`src/rtl/parry_event_tracker.sv`:
```
// Purpose: reduces per-pixel collision/touch flags to per-frame parry and touch events with score and cooldown.
// Latency: parry_out/touch_out/score/state update one cycle after the new_frame_in rising edge.
// Backpressure: none; inputs are sampled every pixel cycle and events are fire-and-forget pulses.
module parry_event_tracker #(
  parameter int CONFIRM_FRAMES  = 2,
  parameter int COOLDOWN_FRAMES = 30,
  parameter int SCORE_WIDTH     = 4,
  parameter int MAX_SCORE       = 5
) (
  input  logic                   clk_pixel_in,
  input  logic                   rst_in,
  input  logic                   new_frame_in,
  input  logic                   is_colliding,
  input  logic                   touch_in,
  output logic                   parry_out,
  output logic                   touch_out,
  output logic [SCORE_WIDTH-1:0] score_out,
  output logic                   lockout_out,
  output logic                   game_over_out,
  output logic [1:0]             state_out
);

  localparam int CW = $clog2(CONFIRM_FRAMES + 1);
  localparam logic [CW-1:0]          CONF_TGT = CW'(CONFIRM_FRAMES);
  localparam logic [7:0]             CD_LOAD  = 8'(COOLDOWN_FRAMES);
  localparam logic [SCORE_WIDTH-1:0] MAX_S    = SCORE_WIDTH'(MAX_SCORE);

  typedef enum logic [1:0] {
    IDLE      = 2'd0,
    CONFIRM   = 2'd1,
    COOLDOWN  = 2'd2,
    GAME_OVER = 2'd3
  } state_t;

  state_t                 state, state_nxt;
  logic [CW-1:0]          conf_cnt, conf_nxt, conf_step;
  logic [7:0]             cd_cnt, cd_nxt;
  logic [SCORE_WIDTH-1:0] score, score_nxt, score_inc;
  logic                   parry_q, parry_nxt;
  logic                   touch_q, touch_nxt;
  logic                   nf_prev;
  logic                   coll_flag, touch_flag;
  logic                   boundary;
  logic                   frame_coll, frame_touch;

  // A held new_frame_in counts once: only its rising edge is a boundary.
  assign boundary = new_frame_in & ~nf_prev;

  // Inputs in the boundary cycle itself belong to the frame that is closing.
  assign frame_coll  = coll_flag  | is_colliding;
  assign frame_touch = touch_flag | touch_in;

  // State, counters, per-frame flags and registered event pulses; reset overrides everything.
  always_ff @(posedge clk_pixel_in) begin
    if (rst_in) begin
      state      <= IDLE;
      conf_cnt   <= '0;
      cd_cnt     <= '0;
      score      <= '0;
      parry_q    <= 1'b0;
      touch_q    <= 1'b0;
      nf_prev    <= 1'b0;
      coll_flag  <= 1'b0;
      touch_flag <= 1'b0;
    end else begin
      state      <= state_nxt;
      conf_cnt   <= conf_nxt;
      cd_cnt     <= cd_nxt;
      score      <= score_nxt;
      parry_q    <= parry_nxt;
      touch_q    <= touch_nxt;
      nf_prev    <= new_frame_in;
      coll_flag  <= boundary ? 1'b0 : frame_coll;
      touch_flag <= boundary ? 1'b0 : frame_touch;
    end
  end

  // Boundary evaluation: parry path has priority over touch; cooldown ignores frame results.
  always_comb begin
    state_nxt = state;
    conf_nxt  = conf_cnt;
    cd_nxt    = cd_cnt;
    score_nxt = score;
    parry_nxt = 1'b0;
    touch_nxt = 1'b0;
    conf_step = (state == IDLE) ? CW'(1) : conf_cnt + CW'(1);
    score_inc = score + SCORE_WIDTH'(1);
    if (boundary) begin
      case (state)
        IDLE, CONFIRM: begin
          if (frame_coll) begin
            if (conf_step == CONF_TGT) begin
              parry_nxt = 1'b1;
              conf_nxt  = '0;
              cd_nxt    = CD_LOAD;
              state_nxt = COOLDOWN;
            end else begin
              conf_nxt  = conf_step;
              state_nxt = CONFIRM;
            end
          end else begin
            conf_nxt = '0;
            if (frame_touch && (score < MAX_S)) begin
              touch_nxt = 1'b1;
              score_nxt = score_inc;
              if (score_inc == MAX_S) begin
                state_nxt = GAME_OVER;
              end else begin
                cd_nxt    = CD_LOAD;
                state_nxt = COOLDOWN;
              end
            end else begin
              state_nxt = IDLE;
            end
          end
        end
        COOLDOWN: begin
          if (cd_cnt <= 8'd1) begin
            cd_nxt    = 8'd0;
            state_nxt = IDLE;
          end else begin
            cd_nxt = cd_cnt - 8'd1;
          end
        end
        GAME_OVER: begin
          state_nxt = GAME_OVER;
        end
        default: begin
          state_nxt = IDLE;
        end
      endcase
    end
  end

  assign parry_out     = parry_q;
  assign touch_out     = touch_q;
  assign score_out     = score;
  assign lockout_out   = (state == COOLDOWN) || (state == GAME_OVER);
  assign game_over_out = (state == GAME_OVER);
  assign state_out     = state;

endmodule

```
`config.mk`:
```
export PLATFORM = sky130hd
export DESIGN_NAME = parry_event_tracker
export DESIGN_NICKNAME = d
export VERILOG_FILES = /design/src/rtl/parry_event_tracker.sv
export SDC_FILE = /design/constraint.sdc
export NUM_CORES = 1
export LEC_CHECK = 0
export ABC_AREA = 1
export CORE_ASPECT_RATIO = 0.7
export CORE_MARGIN = 3
export CORE_UTILIZATION = 50
export DETAILED_ROUTE_END_ITERATION = 8
export GPL_TIMING_DRIVEN = 0
export HOLD_SLACK_MARGIN = 0.1
export PLACE_DENSITY_LB_ADDON = 0.25
export SLEW_MARGIN = 20
export SYNTH_ARGS = -nofsm -noshare
export SYNTH_HDL_FRONTEND = slang
export SYNTH_SLANG_ARGS = --single-unit
export TNS_END_PERCENT = 5
```
`constraint.sdc`:
```
create_clock -name clk_pixel_in -period 1.6 [get_ports clk_pixel_in]
set_input_delay 0.16 -clock clk_pixel_in [delete_from_list [all_inputs] [get_ports clk_pixel_in]]
set_output_delay 0.16 -clock clk_pixel_in [all_outputs]
set_load 0.01 [all_outputs]
```
* Yosys cells after proc, flatten, opt, wreduce, memory -nomap -nowiden
Index checks and enable logic that the tools add are counted.
** Storage, ports and cells
- Bits of input ports :: 5
- Flip-flop bits (word level) :: 21
- Word-level logic and storage cells :: 59
** Operators by class
- Eq/ne operators :: 9
- Reduce and logical (&&, ||, !) cells :: 12
- Magnitude comparators :: 2
- Add/sub/neg operators :: 3
- Mux-type cells :: 17
- Bitwise gates (word level) :: 7
** Operators by type and width (number)
- $mux W8 :: 5
- $pmux W8 S2 :: 1
- $mux W2 :: 7
- $ne A3 B3 Y1 const B :: 3
- $le A8 B1 Y1 const B :: 1
- $reduce_or A4 Y1 :: 2
- $sub A8 B1 Y8 const B :: 1
- $eq A2 B2 Y1 const B :: 3
- $pmux W2 S3 :: 1
- $reduce_and A5 Y1 :: 1
- $add A4 B1 Y4 const B :: 1
- $eq A4 B3 Y1 const B :: 1
- $lt A4 B3 Y1 const B :: 1
- $not A1 Y1 :: 4
- $reduce_and A2 Y1 :: 2
- $reduce_and A4 Y1 :: 1
- $reduce_or A2 Y1 :: 2
- $mux W1 :: 3
- $add A2 B1 Y2 const B :: 1
- $eq A2 B1 Y1 const B :: 1
- $logic_not A2 Y1 :: 1
- $ne A2 B2 Y1 const B :: 1
- $or A1 B1 Y1 :: 2
- $reduce_bool A2 Y1 :: 1
- other kinds (3) :: 3

* Longest topological paths before layout
Gate-level depths: netlist (run 1).
- Word-level depth :: 6
- Depth in mapped cells :: 12
- Mapped depth without buffers :: 12

* Least setup slack after synthesis (run 1)
OpenSTA, ideal clock, no wires.
- Path kind :: reg2reg
- Start point :: register score[0], in the netlist score_out[0]
- End point :: register cd_cnt[7]
- Buffers on the path :: 0
- Required time :: 1487 ps
- Setup slack :: 143 ps
- Stages on the path, launching flop included :: 11
- Arrival time :: 1344 ps
- Cell sequence :: dfxtp_1 -> inv_1 -> ha_1 -> o21ai_0 -> nor2_1 -> nand2_1 -> nand2_2 -> nand2_4 -> inv_4 -> nor2_1 -> nor2_1
** Between the ends
- Longest elaborated chain between the ends :: 4
- Elaborated cells between the ends (all ways) :: 7
- Those cells by class :: add/sub (1); order compare (1); eq/ne (3); reduce/logical (2)
** Ends and longest elaborated chain
- start: declaration :: RTL line 38 : logic [SCORE_WIDTH-1:0] score, score_nxt, score_inc;
- start signal: assignment :: RTL line 69 : score <= score_nxt;
- $add A4 B1 Y4 :: RTL line 87 : score_inc = score + SCORE_WIDTH'(1);
- named net score_inc[0] :: RTL line 38
- $eq A4 B3 Y1 :: RTL line 106 : if (score_inc == MAX_S) begin
- $ne A3 B3 Y1 (no line)
- $reduce_and A5 Y1 (no line)
- end signal: assignment :: RTL line 68 : cd_cnt <= cd_nxt;
- end: declaration :: RTL line 37 : logic [7:0] cd_cnt, cd_nxt;
The timed path passes the listed nets, and every way through them passes these cells.
A chain may end at the register's enable or synchronous reset.

* Worst setup path in the final report (run 1)
- Start point :: register state[1], in the netlist state_out[1]
- End point :: output lockout_out
** Between the ends
- Longest elaborated chain between the ends :: 2
- Elaborated cells between the ends (all ways) :: 3
- Those cells by class :: eq/ne (2); reduce/logical (1)
** Ends and longest elaborated chain
- start: declaration :: RTL line 35 : state_t state, state_nxt;
- start signal: assignment :: RTL line 66 : state <= state_nxt;
- $eq A2 B2 Y1 :: RTL line 138 : assign lockout_out = (state == COOLDOWN) || (state == GAME_OVER);
- $logic_or A1 B1 Y1 (*) :: RTL line 138
- end: declaration :: RTL line 18 : output logic lockout_out,
Mark *: on every way between the ends. The rest lies on a longest branch, timed or not.

==> impl_results.md, run 1 <==
- Status: finished clean
- Largest net degree at the start of global routing: 12
- Max-slew violations: 0
- Endpoint type of the worst setup path: output port
- Number of max-cap violations: 0
- First-pass GRT wire length: 4760 microns
- Crit path buf inv count: 2
- Number of global-route vias before repair: 1081
- Worst setup SP type: flip-flop
- Die Footprint: 3050 sq um
- Die Y: 47.1 microns
- Area Growth Syn to Fin: 19.8%
- Final instance area: 1450 sq um
- CTS tree: done
- Final Total Pwr: 1200 uW
- Post-synth top area share: 34.8%
- Arrival time worst endpoint: 1.38 ns
- Unrepaired setup endpoints after global routing: yes
- Pwr dens: 828 nW/um^2
- Synth area leaders: dfxtp_1, nand2_1, nor2_1, inv_1, nand3_1
- Total Routing Usage GR: 20.6%
- Synthesized area per cell: 6.50 sq um
- Vias: 1164
- Diode count: 0
- Leakage: 0.000645 uW
- Port Buffers: 13
- Starting density of the core: 54.3%
- Vias per cell: 4.95
- Finish-stage setup viols: 0
- DP Area: 1380 sq um
- Crit path max-delay family: buffers and inverters
- Mapped Nets: 196
- Clock root buffer: clkbuf_4
- Setup Buffers After CTS: 0
- Worst clock skew: 0.00162 ns
- Clock-pin slew on the worst setup and hold paths: 0.12 ns
- Crit path time final: 1.54 ns
- Max VDD drop: 0.543 mV
- Post-DRT Antenna Nets: 0
- Post-CTS Hold Fix Bufs: 0
- Max Clock Freq: 650 MHz
- CTS Sinks: 21
- Combinational share of power: 29.1%
- Rows: 14
- Gpl congestion: 0.851
- P_sw: 417 uW
- Critical-path maximum fanout: 7
- Flop pwr share: 49.0%
- Hold Violations, Final: 0
- Post-synth top area cell: dfxtp_1
- P_int: 782 uW
- Layout cell share with drive strength beyond 1: 17.2%
- Max-slew headroom: 72.8%
- #FFs+latches synth: 21
- Seq/Total Area, Yosys: 34.8%
- IO Count: 15
- Number of synthesis warnings: 0
- Worst stage delay on the critical path: 0.52 ns
- CORE AREA: 2220 sq um
- Final Net Count: 214
- Drt initial violations: 43
- Die width: 64.8 microns
- Synth Instances: 186
- Dpl hpwl: 1990 microns
- Switching power share of the total: 34.8%
- DRC Markers: 0
- Routed WL: 2710 microns
- Max Buffers Root-to-Sink: 2
- Worst-margin pin slew: 0.408 ns
- H-tree depth: 1
- Post-synthesis cell area: 1210 sq um
- Kind of critical path: reg2out
- Drt wl/cell: 11.5 microns
- Final Util: 65.1%
- Clk Latency, worst-skew pair: 0.31 ns
- Crit-path cells: buf_2 -> clkdlybuf4s50_1
- Initial DRT Pass Iterations: 4
- Yosys cell types: 23
- Antenna violations before repair: 0
- Clock share of power: 21.9%
- Slowest-stage cell, CP: clkdlybuf4s50_1
- Total CTS buffers: 3
- Critical Path RT: 1.44 ns
- Grt ovf: 0
- Period Utilization, post-route: 96.2%
- Min-Delay Path Class: in2reg
-- area by class of cell --
cell class / instances / area [sq um]
fillers: 203 / 777
multi-input cells: 135 / 701
well taps: 32 / 40.0
inverters: 27 / 104
repair buffers: 13 / 130
clock buffers: 4 / 26.3
plain buffers: 3 / 13.8
flip-flops and latches: 21 / 433
-- worst paths after layout --
path,depth (start not counted),slack [ns],start,end
max,2,0.06,state_out[1],lockout_out
min,2,0.21,rst_in,nf_prev
max reg2reg,12,0.10,score_out[0],cd_cnt[1]
min reg2reg,2,0.50,conf_cnt[0],conf_cnt[0]
-- timing repair --
item	in CTS	in global routing
pin swaps	0	1
setup endpoints to repair	8	13
resized for setup	3	19
-- per-layer routing --
| metal | share of wire (%) | GRT usage [%] | vias to the layer above |
|---|---|---|---|
| li1 | - | - | 613 |
| met4 | 0.77 | 6.30 | 0 |
| met2 | 47 | 36.0 | 34 |
| met3 | 6.3 | 5.50 | 4 |
| met1 | 46 | 25.6 | 513 |
| met5 | 0 | 0 | - |
-- cells in the final DEF (no fill, tap or decap), types with 2 or more instances in the layout --
cell              n
ha_1              2
nor3_1            2
o21ai_1           4
nor2_2            5
clkbuf_1          2
nor2_1           34
nand2_2           5
nand2_4           3
nor2_4            3
clkbuf_4          3
dfxtp_2           4
dfxtp_1          15
dfxtp_4           2
nand2_1          37
ha_2              3
xor2_1            2
buf_2             2
nand3_1          15
inv_1            23
a21oi_1           9
clkdlybuf4s50_1  13
inv_2             3
o21ai_0           6
-- logic make-up after synthesis --
kind of cell	after synthesis	synth area share (%)
xor+xnor	2	1.45
buf+inv	30	9.73
flops	21	34.8
fa+ha+maj	5	5.18
compound gates	20	8.59
simple gates	108	40.3
-- through the flow --
stage / hold WS (ns) / cells / worst slack [ns] / setup TNS, ns
after floorplan: 0.314 / 186 / 0.143 / 0
after global placement: 0.453 / 231 / -0.0327 / -0.0641
after detailed placement: 0.481 / 231 / -0.0954 / -0.245
after CTS: 0.211 / 235 / 0.000435 / 0
after global routing: 0.257 / 235 / -0.0377 / -0.104
final: 0.214 / 235 / 0.0609 / 0
-- power by group through the flow --
stage / combinational (uW) / clock [uW] / sequential (uW)
after global routing: 390 / 292 / 593
after global placement: 308 / 0 / 597
after CTS: 324 / 269 / 588
final: 349 / 263 / 588
after detailed placement: 319 / 0 / 599
after floorplan: 235 / 0 / 596
-- registers in the layout, summed over array words and instances, names as in the netlist, named ones only --
signal	flops
nf_prev	1
touch_flag	1
cd_cnt	8
state_out	1
score_out	4
coll_flag	1
touch_out	1
conf_cnt	2
parry_out	1
-- worst register-to-register path: cells and delay by family (launching register included) --
kind	cells	cell delay, ns
simple gates	9	0.75
flops	1	0.39
fa+ha+maj	1	0.18
buf+inv	2	0.09
-- synthesized netlist by cell type --
library cell	count
nor4_1	1
o21ai_0	10
dfxtp_1	21
nand2_2	5
nor2_2	5
buf_2	2
nor2_1	36
inv_2	2
a21oi_1	9
nor2_4	1
inv_4	1
nand3_1	15
o2111ai_1	1
nor3_1	2
or2_4	1
and2_1	1
clkbuf_1	1
inv_1	24
nand2_1	38
xor2_1	2
nand2_4	2
ha_1	5
nand4_1	1
Power figures use the tool's default switching activity.
==> run 2, diff against run 1 <==
- CORE_MARGIN: 3 -> default
==> impl_results.md, run 2 (same netlist as run 1, synthesis figures left out) <==
- Final Net Count: 214 (unchanged)
- Crit path to: score_out[0] (was lockout_out)
- Dpl ws: -0.0653 ns (was -0.0954 ns)
- Routed WL: 2600 microns (was 2710 microns)
- Total Routing Usage GR: 21.5% (was 20.6%)
- Post-DRT Antenna Nets: 0 (unchanged)
- Max-slew violations: 0 (unchanged)
- Initial DRT Pass Iterations: 4 (unchanged)
- Antenna violations before repair: 0 (unchanged)
- Clock-pin slew on the worst setup and hold paths: 0.12 ns (about the same)
- Worst setup SP type: flip-flop (unchanged)
- Worst-margin pin slew: 0.395 ns (was 0.408 ns)
- Unrepaired setup endpoints after global routing: yes (unchanged)
- Crit path buf inv count: 2 (unchanged)
- Max VDD drop: 0.743 mV (was 0.543 mV)
- Total CTS buffers: 3 (unchanged)
- Clock share of power: 22.4% (was 21.9%)
- CTS tree: done (unchanged)
- DRC Markers: 0 (unchanged)
- Crit path max-delay family: simple AND/OR/NAND/NOR gates (was buffers and inverters)
- Kind of critical path: reg2reg (was reg2out)
- Fill count: 203 (unchanged)
- Largest Register: cd_cnt (unchanged)
- Vias per cell: 4.99 (was 4.95)
- Max-slew headroom: 73.7% (was 72.8%)
- CP Depth: 9 (was 2)
- Area Growth Syn to Fin: 19.3% (was 19.8%)
- Clk Latency, worst-skew pair: 0.31 ns (about the same)
- Flop pwr share: 49.6% (was 49.0%)
- Die Y: 43.1 microns (was 47.1 microns)
- Max Clock Freq: 655 MHz (was 650 MHz)
- Critical-path maximum fanout: 5 (was 7)
- P_sw: 404 uW (was 417 uW)
- IO Count: 15 (unchanged)
- Die Footprint: 2620 sq um (was 3050 sq um)
- Number of global-route vias before repair: 931 (was 1081)
- Largest net degree at the start of global routing: 12 (unchanged)
- Grt ovf: 0 (unchanged)
- Worst stage delay on the critical path: 0.38 ns (was 0.52 ns)
- Leading cell type in the layout, fill and taps excluded: nand2_1 (unchanged)
- Layout cell share with drive strength beyond 1: 15.8% (was 17.2%)
- Min-Delay Path Class: in2reg (unchanged)
- Max Buffers Root-to-Sink: 2 (unchanged)
- Leakage: 0.000646 uW (was 0.000645 uW)
- Gpl congestion: 0.853 (was 0.851)
- Critical Path RT: 1.81 ns (was 1.44 ns)
- Setup TNS: 0 ns (unchanged)
- Slowest-stage cell, CP: dfxtp_4 (was clkdlybuf4s50_1)
- P_int: 778 uW (was 782 uW)
- Hold Violations, Final: 0 (unchanged)
- Diode count: 0 (unchanged)
- Crit-path cells: inv_1 -> ha_1 -> o21ai_1 -> nor2_2 -> nand2_2 -> nor2_4 -> inv_2 -> o21ai_0 -> a21oi_1 (was buf_2 -> clkdlybuf4s50_1)
- DP Area: 1380 sq um (unchanged)
- Worst Setup SP: score_out[0] (was state_out[1])
- Endpoint type of the worst setup path: flip-flop (was output port)
- Port Buffers: 13 (unchanged)
- Final WS setup: 0.0738 ns (was 0.0609 ns)
- Worst clock skew: 0.00407 ns (was 0.00162 ns)
- Starting density of the core: 54.8% (was 54.3%)
- CORE AREA: 2210 sq um (was 2220 sq um)
- Number of max-cap violations: 0 (unchanged)
- Setup Buffers After CTS: 0 (unchanged)
- Most frequent cells in the layout: nand2_1, nor2_1, inv_1 (unchanged)
- Period Utilization, post-route: 95.4% (was 96.2%)
- Final instance area: 1440 sq um (was 1450 sq um)
- First-pass GRT wire length: 4150 microns (was 4760 microns)
- Switching power share of the total: 34.2% (was 34.8%)
- Die width: 60.8 microns (was 64.8 microns)
- Clock root buffer: clkbuf_4 (unchanged)
- Reg-to-reg slack, setup: 0.07 ns (was 0.10 ns)
- Status: finished clean (unchanged)
- CTS Sinks: 21 (unchanged)
- Vias: 1173 (was 1164)
- Dpl hpwl: 1950 microns (was 1990 microns)
- Combinational share of power: 28.0% (was 29.1%)
- Finish-stage setup viols: 0 (unchanged)
- Reg2reg end: score_out[0] (was cd_cnt[1])
- Drt wl/cell: 11.1 microns (was 11.5 microns)
- Pwr dens: 821 nW/um^2 (was 828 nW/um^2)
- Crit path time final: 1.53 ns (was 1.54 ns)
- Drt initial violations: 46 (was 43)
- Rows: 14 (unchanged)
- Arrival time worst endpoint: 1.73 ns (was 1.38 ns)
- Largest register FFs: 8 (unchanged)
- Worst reg2reg path depth: 9 (was 12)
- Worst r2r src: score_out[0] (unchanged)
- Post-CTS Hold Fix Bufs: 0 (unchanged)
- H-tree depth: 1 (unchanged)
==> run 2: changes by cell type in the layout (fill, tap and decap cells not counted) <==
cell,previous run,this run
dfxtp_2,4,2
nor2_1,34,35
ha_2,3,2
dfxtp_4,2,3
inv_2,3,2
nand2_1,37,36
ha_1,2,3
nand2_2,5,6
nor2_4,3,2
o21ai_0,6,7
inv_1,23,24
dfxtp_1,15,16
o21ai_1,4,3
==> run 2: what timing repair did <==
action	CTS	global route
endpoints found under the setup margin	8	13
pin swaps	0	3
resized for setup	3	15
==> run 2: worst min-delay path by stage <==
stage,start,end,slack [ns],depth (start not counted)
6_report,rst_in,touch_out,0.21,2
5_1_grt,rst_in,touch_out,0.23,2
4_1_cts,rst_in,touch_out,0.20,2
3_5_place_dp,conf_cnt[0],conf_cnt[0],0.46,2
3_3_place_gp,conf_cnt[0],conf_cnt[0],0.45,2
2_1_floorplan,new_frame_in,nf_prev,0.31,2
==> run 2: area by class of cell <==
class	count	area (sq um)	area share [%]
multi-input combinational	135	693	48.1
timing repair buffer	13	130	9.03
inverter	27	104	7.20
buffer	3	13.8	0.955
sequential	21	434	30.1
tap	32	40.0	2.78
clock buffer	4	26.3	1.82
==> run 2: metrics by stage <==
step                      cells  hold WS (ns)  power (uW)  utilization, %
final                       235         0.210        1180            65.3
after global routing        235         0.227        1260            65.3
after CTS                   235         0.204        1180            63.8
after detailed placement    231         0.462         913            62.5
after global placement      231         0.455         902            62.5
after floorplan             186         0.314         832               -
==> run 2: layer usage <==
metal	track usage [%]	up-vias	wire length, microns
met2	31.6	23	1190
li1	-	618	-
met3	7.32	2	120
met1	31.2	530	1280
met5	0	-	0
met4	2.73	0	13
==> run 2: power by group through the flow <==
| stage | Clock, uW | Combinational [uW] | Sequential [uW] |
|---|---|---|---|
| final | 264 | 331 | 587 |
| after global routing | 293 | 372 | 592 |
| after CTS | 274 | 316 | 588 |
| after detailed placement | 0 | 314 | 599 |
| after global placement | 0 | 305 | 597 |
| after floorplan | 0 | 235 | 596 |
